==> config.mk <==
export PLATFORM = sky130hd
export DESIGN_NAME = seq_comparator
export DESIGN_NICKNAME = d
export VERILOG_FILES = /design/src/rtl/seq_cmp_pkg.sv /design/src/rtl/digit_cmp.sv /design/src/rtl/seq_comparator.sv
export SDC_FILE = /design/constraint.sdc
export NUM_CORES = 1
export LEC_CHECK = 0
export CAP_MARGIN = 20
export CORE_ASPECT_RATIO = 1.5
export CORE_UTILIZATION = 45
export DETAILED_ROUTE_END_ITERATION = 16
export PLACE_DENSITY = 0.79
export SKIP_CTS_REPAIR_TIMING = 1
export SLEW_MARGIN = 5
export SYNTH_ARGS = -nofsm -noshare
export SYNTH_HDL_FRONTEND = slang
export SYNTH_SLANG_ARGS = --single-unit
==> constraint.sdc <==
create_clock -name clk -period 4.4 [get_ports clk]
set_clock_uncertainty 0.2 [all_clocks]
set_input_delay 0.44 -clock clk [delete_from_list [all_inputs] [get_ports clk]]
set_output_delay 0.44 -clock clk [all_outputs]
set_load 0.05 [all_outputs]
==> src/rtl/seq_cmp_pkg.sv <==
// ============================================================================
// Module   : seq_cmp_pkg
// Purpose  : Shared state encoding, result codes and width helper for
//            seq_comparator.
// Revision : 1.0 - initial release
// ============================================================================
`default_nettype none

package seq_cmp_pkg;

    typedef enum logic [1:0] {
        IDLE = 2'd0,
        RUN  = 2'd1,
        DONE = 2'd2
    } state_t;

    localparam logic [1:0] CMP_LT = 2'd0;
    localparam logic [1:0] CMP_EQ = 2'd1;
    localparam logic [1:0] CMP_GT = 2'd2;

    // Bits needed to count 0..n-1; never less than one bit.
    function automatic int cnt_width(input int n);
        int w;
        w = 1;
        while ((1 << w) < n) begin
            w = w + 1;
        end
        return w;
    endfunction

endpackage

`default_nettype wire

==> src/rtl/digit_cmp.sv <==
// ============================================================================
// Module   : digit_cmp
// Purpose  : Combinational DIGIT-bit unsigned magnitude compare.
// Revision : 1.0 - initial release
// ============================================================================
`default_nettype none

module digit_cmp #(
    parameter int DIGIT = 4
) (
    input  logic [DIGIT-1:0] da,
    input  logic [DIGIT-1:0] db,
    output logic             dgt,
    output logic             dlt
);

    assign dgt = (da > db);
    assign dlt = (da < db);

endmodule

`default_nettype wire

==> src/rtl/seq_comparator.sv <==
// ============================================================================
// Module   : seq_comparator
// Purpose  : Multi-cycle MSB-first magnitude comparator, DIGIT bits per clock,
//            unsigned or two's-complement. Optional macro
//            SEQ_CMP_EARLY_EXIT_EN ends RUN at the first differing digit.
// Revision : 1.0 - initial release
// ============================================================================
`default_nettype none

module seq_comparator
    import seq_cmp_pkg::*;
#(
    parameter int WIDTH = 32,
    parameter int DIGIT = 4
) (
    input  logic             clk,
    input  logic             reset,
    input  logic             start,
    input  logic [WIDTH-1:0] a,
    input  logic [WIDTH-1:0] b,
    input  logic             is_signed,
    output logic             busy,
    output logic             done,
    output logic             gt,
    output logic             eq,
    output logic             lt
);

    localparam int N     = WIDTH / DIGIT;
    localparam int CNT_W = cnt_width(N);
    localparam logic [CNT_W-1:0] C_LAST = CNT_W'(N - 1);

    state_t           r_state;
    state_t           w_next;
    logic [WIDTH-1:0] r_sa;
    logic [WIDTH-1:0] r_sb;
    logic [CNT_W-1:0] r_cnt;
    logic             r_decided;
    logic [1:0]       r_code;
    logic             r_gt;
    logic             r_eq;
    logic             r_lt;

    logic             w_dgt;
    logic             w_dlt;
    logic [1:0]       w_code;
    logic             w_finish;
    logic             w_accept;
    logic [WIDTH-1:0] w_msb_flip;

    digit_cmp #(
        .DIGIT (DIGIT)
    ) u_digit_cmp (
        .da  (r_sa[WIDTH-1 -: DIGIT]),
        .db  (r_sb[WIDTH-1 -: DIGIT]),
        .dgt (w_dgt),
        .dlt (w_dlt)
    );

    // Flipping both sign bits maps two's-complement order onto unsigned order.
    assign w_msb_flip = {is_signed, {(WIDTH-1){1'b0}}};

    assign w_accept = start && (r_state != RUN);

    always_comb begin
        w_code = CMP_EQ;
        if (r_decided) begin
            w_code = r_code;
        end else if (w_dgt) begin
            w_code = CMP_GT;
        end else if (w_dlt) begin
            w_code = CMP_LT;
        end
    end

    always_comb begin
        w_finish = 1'b0;
        if (r_state == RUN) begin
`ifdef SEQ_CMP_EARLY_EXIT_EN
            w_finish = (r_cnt == C_LAST) || (w_dgt || w_dlt);
`else
            w_finish = (r_cnt == C_LAST);
`endif
        end
    end

    always_comb begin
        w_next = r_state;
        case (r_state)
            IDLE:    if (start) w_next = RUN;
            RUN:     if (w_finish) w_next = DONE;
            DONE:    w_next = start ? RUN : IDLE;
            default: w_next = IDLE;
        endcase
    end

    always_ff @(posedge clk) begin
        if (reset) begin
            r_state   <= IDLE;
            r_sa      <= '0;
            r_sb      <= '0;
            r_cnt     <= '0;
            r_decided <= 1'b0;
            r_code    <= CMP_EQ;
            r_gt      <= 1'b0;
            r_eq      <= 1'b0;
            r_lt      <= 1'b0;
        end else begin
            r_state <= w_next;
            if (w_accept) begin
                r_sa      <= a ^ w_msb_flip;
                r_sb      <= b ^ w_msb_flip;
                r_cnt     <= '0;
                r_decided <= 1'b0;
                r_code    <= CMP_EQ;
            end else if (r_state == RUN) begin
                r_sa      <= r_sa << DIGIT;
                r_sb      <= r_sb << DIGIT;
                r_cnt     <= r_cnt + CNT_W'(1);
                r_decided <= r_decided || w_dgt || w_dlt;
                r_code    <= w_code;
            end
            // Result flags move only on the edge that enters DONE.
            if (w_finish) begin
                r_gt <= (w_code == CMP_GT);
                r_eq <= (w_code == CMP_EQ);
                r_lt <= (w_code == CMP_LT);
            end
        end
    end

    assign busy = (r_state == RUN);
    assign done = (r_state == DONE);
    assign gt   = r_gt;
    assign eq   = r_eq;
    assign lt   = r_lt;

endmodule

`default_nettype wire
==> results.toml <==
[sta]
setup_tns_ps = 0
rsz0062_at_grt = "no"
worstMarginPinSlew_ps = 1143
fin_crit_ps = 2510
slew_headroom_pct = 23.82
slew_viol_final = 0
setup_violations = 0
fmax_mhz = 398.4
setup_ws_ps = 1890
period_share_pct = 57.05
finalHoldViolations = 0

[floorplanning]
ios = 73
die-height_um = 107.5
die_x_um = 72.33
core_um2 = 7227
initial_utilization_pct = 46.19
rows = 38
die_area_um2 = 7774

[placed_design]
place_congestion = 0.7926
dp_slack_ps = 2248
io_buffers = 72
dpl.hpwl_mm = 4.850

[power]
p_clk_share_pct = 31.0
combPwrFrac_pct = 18.2
p_per_area_nw_per_um2 = 356.2
swShare_pct = 26.79
internal_power_w = 0.001109
pwr-share-seq_pct = 50.8
power.leakage_nw = 1.798
ir_drop_uv = 202.8
switchingPower_w = 0.0004059

[synth]
synth_nets = 428
synth_area_per_cell_um2 = 9.430
syn-cell-area_um2 = 3338
synth_area_leader_cell = "dfxtp_1"
synth_area_leaders = "dfxtp_1 45%, mux2i_1 19%, a211oi_1 13%"
synth_mux_area_share_pct = 18.59
synth_top_family_by_area = "multiplexers"
yosys_register_bits = 75
ys_seq_area_share_pct = 44.98
post_synth_num_cell_types = 29
ys_warn_count = 0
synthXorXnorAreaFrac_pct = 0.5247
syn-instance-count = 354
synth-adder-area-share_pct = 2.249
yosys.area_share.simple_pct = 12.37
synth_compound_area_share_pct = 16.68
yosysTopAreaCellShare_pct = 44.98

[clocking]
clk_pin_slew_ps = 70
cts_tree = "built"
clk_latency_ps = 340
clock_sinks = 75
htree_levels = 3
cts-root-buf = "clkbuf_8"
clk_path_buf_depth = 2
cts_made_buffers = 9

[grt]
antenna_found_initial = 0
track_usage_pct = 19.60
top_usage_layer = "met2"
overflow = 0
grt_util_met3_pct = 3.464
met1_usage_pct = 24.01
grt_pass1_wl_mm = 11.72
grt_pass1_vias = 2546
grt_use_met2_pct = 32.78
grt_max_degree = 115

[drt]
first_pass_iters = 4
drtAntennaViolNets = 0
totalWireLength_mm = 7.158
vias = 2678
detail_route.iter0.violations = 181
drcViolationCount = 0
viasPerCell = 5.200
wl_per_cell_um = 13.90

[setup_path]
max_stage_delay_ps = 860
crit_required_ps = 3760
path_buf_inv = 2
crit_family = "buffers and inverters"
startpoint = "r_state[0]"
slowest_stage = "clkdlybuf4s50_1"
end_kind = "output port"
critPathKind = "flip-flop to output port"
worstPathCellList = "nand2b_4, inv_2, clkdlybuf4s50_1"
crit_arrival_ps = 1870
rr_startpoint = "r_state[1]"
crit_fanout = 16
crit_path_start_kind = "flip-flop"

[outcome]
outcome = "complete, no violations"

[flow_run]
drv_cap = 0

[hold_path]
min_from = "r_sb[1]"
min_path_type = "flip-flop to flip-flop"

[final_layout]
final_nets = 484
n_antenna_cell = 0
drive_gt1_share_pct = 6.265
areaGrowthSynthToFinish_pct = 27.44
[cell families after synthesis]
group           Yosys count
mux                      62
xor+xnor                  2
simple gates             98
compound gates           74
buf+inv                  37
flops                    75
fa+ha+maj                 6
[sequential cells by signal, indices dropped and copies added (netlist names)]
name and count:
lt 1, eq 1, r_cnt 3, r_state 2, r_code 2, r_sb 32, gt 1, r_decided 1
r_sa 32
[synthesized netlist by cell type]
cell type / n
nor2_1: 77
dfxtp_1: 75
mux2i_1: 62
a211oi_1: 57
buf_2: 12
clkbuf_1: 10
nand2_1: 9
a21oi_1: 8
buf_1: 7
inv_1: 7
ha_1: 6
nor2b_1: 3
nand2b_1: 2
nand3b_1: 2
nor3_1: 2
xnor2_1: 2
a21boi_0: 1
a21o_1: 1
a22oi_1: 1
a32o_2: 1
a41o_1: 1
and4_2: 1
inv_2: 1
nor4b_1: 1
nor4b_2: 1
o211ai_1: 1
o311a_4: 1
o31ai_1: 1
o32ai_1: 1
[area by class of cell]
cell class | instances | area, um^2
well taps | 100 | 125.1
fillers | 672 | 2973
repair buffers | 74 | 728.2
multi-input cells | 242 | 1690
inverters | 8 | 30.03
clock inverters | 5 | 27.53
flip-flops and latches | 75 | 1501
clock buffers | 11 | 151.4
[layer usage]
| layer | up-vias | routed length (um) |
|---|---|---|
| met4 | 0 | 121 |
| met1 | 1235 | 3090 |
| li1 | 1382 | - |
| met2 | 52 | 3741 |
| met5 | - | 0 |
| met3 | 9 | 204 |
[power groups by stage]
stage	Clock, W	Sequential (W)	Combinational, W
after CTS	0.000483	0.000769	0.000277
after global routing	0.000517	0.000776	0.000303
final	0.000470	0.000770	0.000275
after floorplan	0	0.000775	0.000181
after global placement	0	0.000783	0.000268
after detailed placement	0	0.000785	0.000275
[metrics by stage]
step	total power (W)	hold slack [ps]	utilization, %	instance area [um^2]	std cells
2_1_floorplan	0.0009551	256.2	-	3338	354
3_3_place_gp	0.001051	275.5	56.39	4075	499
3_5_place_dp	0.001060	281.6	56.39	4075	499
4_1_cts	0.001529	299.1	58.86	4254	515
5_1_grt	0.001597	311.0	58.86	4254	515
6_report	0.001515	293.5	58.86	4254	515
[final timing paths]
path	cells past startpoint	slack, ps	to
worst max-delay path	3	1890	busy
worst min-delay path	2	290	r_sb[5]
worst max register to register	4	2220	r_sa[3]
worst min register to register	2	290	r_sb[5]
[worst register-to-register path, cell delays in order, from the launching register on]
cell and delay (ps):
dfxtp_1 330, nand2b_4 130, buf_4 790, nand2_1 460
nor2_1 200
[placed cells by master (no fill, tap or decap), drive strengths merged, types with 6 or more instances in the layout]
master          n
a21oi           8
inv             8
dfxtp          75
nor2           77
ha              6
nand2           9
clkdlybuf4s50  70
mux2i          62
a211oi         57
clkbuf         11
Power figures use the tool's default switching activity.
==> RTL edit 1, RTL diff (same settings) <==
Build with the macro `SEQ_CMP_EARLY_EXIT_EN` defined.
--- a/src/rtl/seq_comparator.sv
+++ b/src/rtl/seq_comparator.sv
@@ -7,4 +7,6 @@
 // ============================================================================
 `default_nettype none
+
+`define SEQ_CMP_EARLY_EXIT_EN
 
 module seq_comparator
Formal check against the unedited RTL: not equivalent (Yosys sat finds a counterexample within 4 cycles, from zero or initial values and one cycle with reset high).
==> RTL edit 1 against the unedited design <==
- design area rose by 2.6%
- wire length up 1.2%
- first-iteration DRC count down 25%
- setup slack got worse by 0.085 ns
- sequential share of layout area down 0.88 points
- total power grew 16%
- final cell count up 0.19%
- sequential cell count did not move
- synthesized area grew 1.3%
- critical path type unchanged
==> RTL edit 1: results (changes against the unedited design) <==
grt_max_degree: 117  # +1.7%
synth_commonest_cells: "nor2_1, dfxtp_1, mux2i_1"
synth_seq_area_share: 0.444  # -0.00582
routed_wl_um: 7250  # +1.2%
synthTopCellsByArea: "dfxtp_1, mux2i_1, a211oi_1, nor2_1, ha_1"
grt_pass1_wl_um: 11800  # +0.65%
clkTransAtPathRegs_ns: 0.07  # about the same
syn_avg_cell_area_um2: 9.47  # +0.46%
hpwlAfterDp_um: 4860  # +0.12%
dp.cells: 500  # +0.20%
vias: 2739  # +2.3%
synth_ff_type: "dfxtp_1"
antenna_found_initial: 0  # unchanged
hp-class: "flop to flop"
worst_slew_pin_slew_ns: 1.09  # -0.0539 ns
drtIter0Drc: 136  # -25%
synth_edf_count: 0  # unchanged
nets: 485  # +0.21%
grtUsageTotal: 0.198  # +0.00166
syn_nets: 431  # +0.70%
ir_drop_mv: 0.242  # +19%
place.gp.congestion: 0.759  # -4.2%
synthArstFlopShare: 0  # unchanged
yosys.cell_types.count: 32  # +10%
antenna-diode-count: 0  # unchanged
p_leak_nw: 1.85  # +2.9%
cts_buffers: 9  # unchanged
ctsRootBufferMaster: "clkbuf_8"
worstPathArrival_ns: 1.95  # +0.08 ns
clock_path_buffers: 2  # unchanged
h-tree-depth: 3  # unchanged
dp_slack_ns: 2.19  # -0.0613 ns
drive_gt1_frac: 0.0697  # +0.00706
worstSkewPairLatency_ns: 0.35
portBuffers: 72  # unchanged
status: "completed"
post_drt_wl_per_cell_um: 14.0  # +1.0%
worst_hold_startpoint: "eq"
first_pass_iters: 4  # unchanged
grt_pass1_vias: 2569  # +0.90%
crit_fanout: 12  # -4
RTL edit 1: critical path, stage by stage (launching register included):
cell and delay, ns:
dfxtp_1 0.41, nand2b_4 0.06, inv_1 0.26, clkdlybuf4s50_1 0.87
RTL edit 1: final cells by class:
class | count | area [um^2]
timing repair buffer | 74 | 728
tap | 100 | 125
clock inverter | 4 | 95.1
inverter | 7 | 26.3
multi-input combinational | 244 | 1720
sequential | 75 | 1500
clock buffer | 12 | 165
fill | 626 | 2910
RTL edit 1: kinds of logic after synthesis:
family	Yosys count	share of synthesized area
DFF	75	0.444
muxes	62	0.184
AOI/OAI and AO/OA	75	0.171
buffers and inverters	38	0.0492
xor gates and xnor gates	2	0.00518
adders and majority gates	6	0.0222
and+or+nand+nor	99	0.125
RTL edit 1: path summary, 6_finish.rpt:
| path | to | cells after the start | slack (ns) |
|---|---|---|---|
| setup reg to reg | r_sa[0] | 4 | 2.28 |
| setup / recovery | busy | 3 | 1.81 |
| hold reg to reg | eq | 2 | 0.26 |
| hold / removal | eq | 2 | 0.26 |
RTL edit 1: where the power goes:
group / switching (mW) / internal (mW)
logic: 0.159 / 0.158
registers: 0.0373 / 0.743
clock network: 0.242 / 0.422
RTL edit 1: stage by stage:
stage                     utilization  area [um^2]  hold slack (ns)
after floorplan                     -         3380            0.256
final                           0.600         4360            0.255
after global placement          0.564         4100            0.245
after CTS                       0.600         4360            0.257
after detailed placement        0.564         4100            0.246
after global routing            0.600         4360            0.302
RTL edit 1: layer usage:
layer / GRT usage / part of all wire
met1: 0.231 / 0.42
met2: 0.332 / 0.51
met3: 0.0391 / 0.037
met4: 0.113 / 0.034
met5: 0 / 0
==> RTL edit 2, RTL diff (same flow settings) <==
Without the edit above. Register the outputs `busy` and `done`, with the module's reset; this adds one clock of latency there. The other outputs are not delayed to match.
--- a/src/rtl/seq_comparator.sv
+++ b/src/rtl/seq_comparator.sv
@@ -130,6 +130,13 @@
     end
 
-    assign busy = (r_state == RUN);
-    assign done = (r_state == DONE);
+    always_ff @(posedge clk) begin
+        if (reset) begin
+            busy <= '0;
+            done <= '0;
+        end else begin
+            busy <= (r_state == RUN);
+            done <= (r_state == DONE);
+        end
+    end
     assign gt   = r_gt;
     assign eq   = r_eq;
Function: changed (a bounded check fails within 4 cycles, from zero or initial values and one cycle with reset high).
==> RTL edit 2 against the unedited design <==
- first-iteration DRC count down 18%
- setup slack better by 0.38 ns
- non-clock buffer count is the same
- synthesized area increased by 4.2%
- synthesized cell count grew 0.56%
- hold slack improved by 0.0020 ns
- total power rose by 11%
- sequential cell count increased by 2
- design area grew 2.3%
- wire length rose by 0.67%
- sequential power increased by 2.7%
- critical path type unchanged
- largest cell class unchanged
==> RTL edit 2: results (changes against the unedited design) <==
maxUsedRoutingLayer: "met4"
synth_mux_area_frac: 0.178  # -0.00755
p_leak_nw: 1.83  # +1.5%
fill_cells: 660  # -1.8%
dr_wl_met3_um: 307  # +50%
grt_util_met1: 0.235  # -0.00531
drtIter0Drc: 149  # -18%
syn_nets: 430  # +0.47%
synth_most_common_cell: "dfxtp_1"
dp.cells: 499  # unchanged
slowest_delay_ns: 0.81  # -0.05 ns
grt_max_degree: 74  # -36%
portBuffers: 72  # unchanged
p_comb_uw: 270  # -2%
synth_xor_area_frac: 0.00503  # -0.000213
ctsRootBufferMaster: "clkbuf_8"
place.gp.congestion: 0.799  # +0.74%
drive_gt1_frac: 0.0628  # +0.000151
nets: 484  # unchanged
synth_commonest_cells: "dfxtp_1, nor2_1, mux2i_1"
grt_pass1_vias: 2566  # +0.79%
timing.rr.start: "r_state[1]"
crit_start: "gt"
place_area_um2: 4120  # +1.2%
worstPathArrival_ns: 1.49  # -0.38 ns
synth_fa_ha_area_frac: 0.0216  # -0.000914
grt_pass1_wl_um: 11800  # +0.59%
seq-power_uw: 791  # +2.7%
first_pass_iters: 5  # +1
top_regs: "r_sa x32, r_sb x32, r_cnt x3"
worstSkewPairLatency_ns: 0.35
clkTransAtPathRegs_ns: 0.07  # about the same
routed_wl_um: 7210  # +0.67%
antenna-diode-count: 0  # unchanged
vias: 2691  # +0.49%
grtUsageTotal: 0.192  # -0.00392
swShare: 0.246  # -0.0221
yosys.cell_types.count: 32  # +10%
crit_fanout: 2  # -14
post_drt_wl_per_cell_um: 14.0  # +0.87%
crit_family: "buffers and inverters"
antenna_found_initial: 0  # unchanged
hp-class: "flop to flop"
wl_met1_um: 3180  # +2.8%
cpMaxStageDelayCell: "clkdlybuf4s50_1"
ir_drop_mv: 0.243  # +20%
hpwlAfterDp_um: 4940  # +1.9%
met3_usage: 0.0422  # +0.00752
internal_power_mw: 1.27  # +14%
dp_slack_ns: 2.33  # +0.0767 ns
status: "completed"
worst_hold_startpoint: "r_sb[8]"
synth_seq_area_share: 0.443  # -0.00677
synthTopCellsByArea: "dfxtp_1, mux2i_1, a211oi_1, nor2_1, buf_6"
met2_length_um: 3620  # -3.1%
gr-usage-met2: 0.324  # -0.00339
syn_avg_cell_area_um2: 9.77  # +3.6%
h-tree-depth: 3  # unchanged
synth_compound_area_frac: 0.162  # -0.00498
worst_slew_pin_slew_ns: 1.12  # -0.0237 ns
## RTL edit 2: cells by family (layout without fill, tap and decap cells)
| group | after synthesis | count (layout) |
|---|---|---|
| xor+xnor | 2 | 2 |
| compound gates | 76 | 76 |
| simple gates | 97 | 97 |
| fa+ha+maj | 6 | 6 |
| mux | 62 | 62 |
| flops | 77 | 77 |
| buf+inv | 36 | 94 |
## RTL edit 2: area by class of cell
type	instances	area, um^2	share of cell area
Sequential cell	77	1540	0.354
Clock buffer	10	128	0.0293
Clock inverter	5	100	0.0230
Multi-Input combinational cell	243	1710	0.393
Timing Repair Buffer	74	728	0.167
Inverter	5	18.8	0.00431
Tap cell	100	125	0.0288
## RTL edit 2: path summary, 6_finish.rpt
check / end / slack, ns / depth (start not counted)
worst min-delay path: r_sb[12] / 0.30 / 2
worst max register to register: r_sa[8] / 2.31 / 4
worst min register to register: r_sb[12] / 0.30 / 2
worst max-delay path: gt / 2.27 / 1
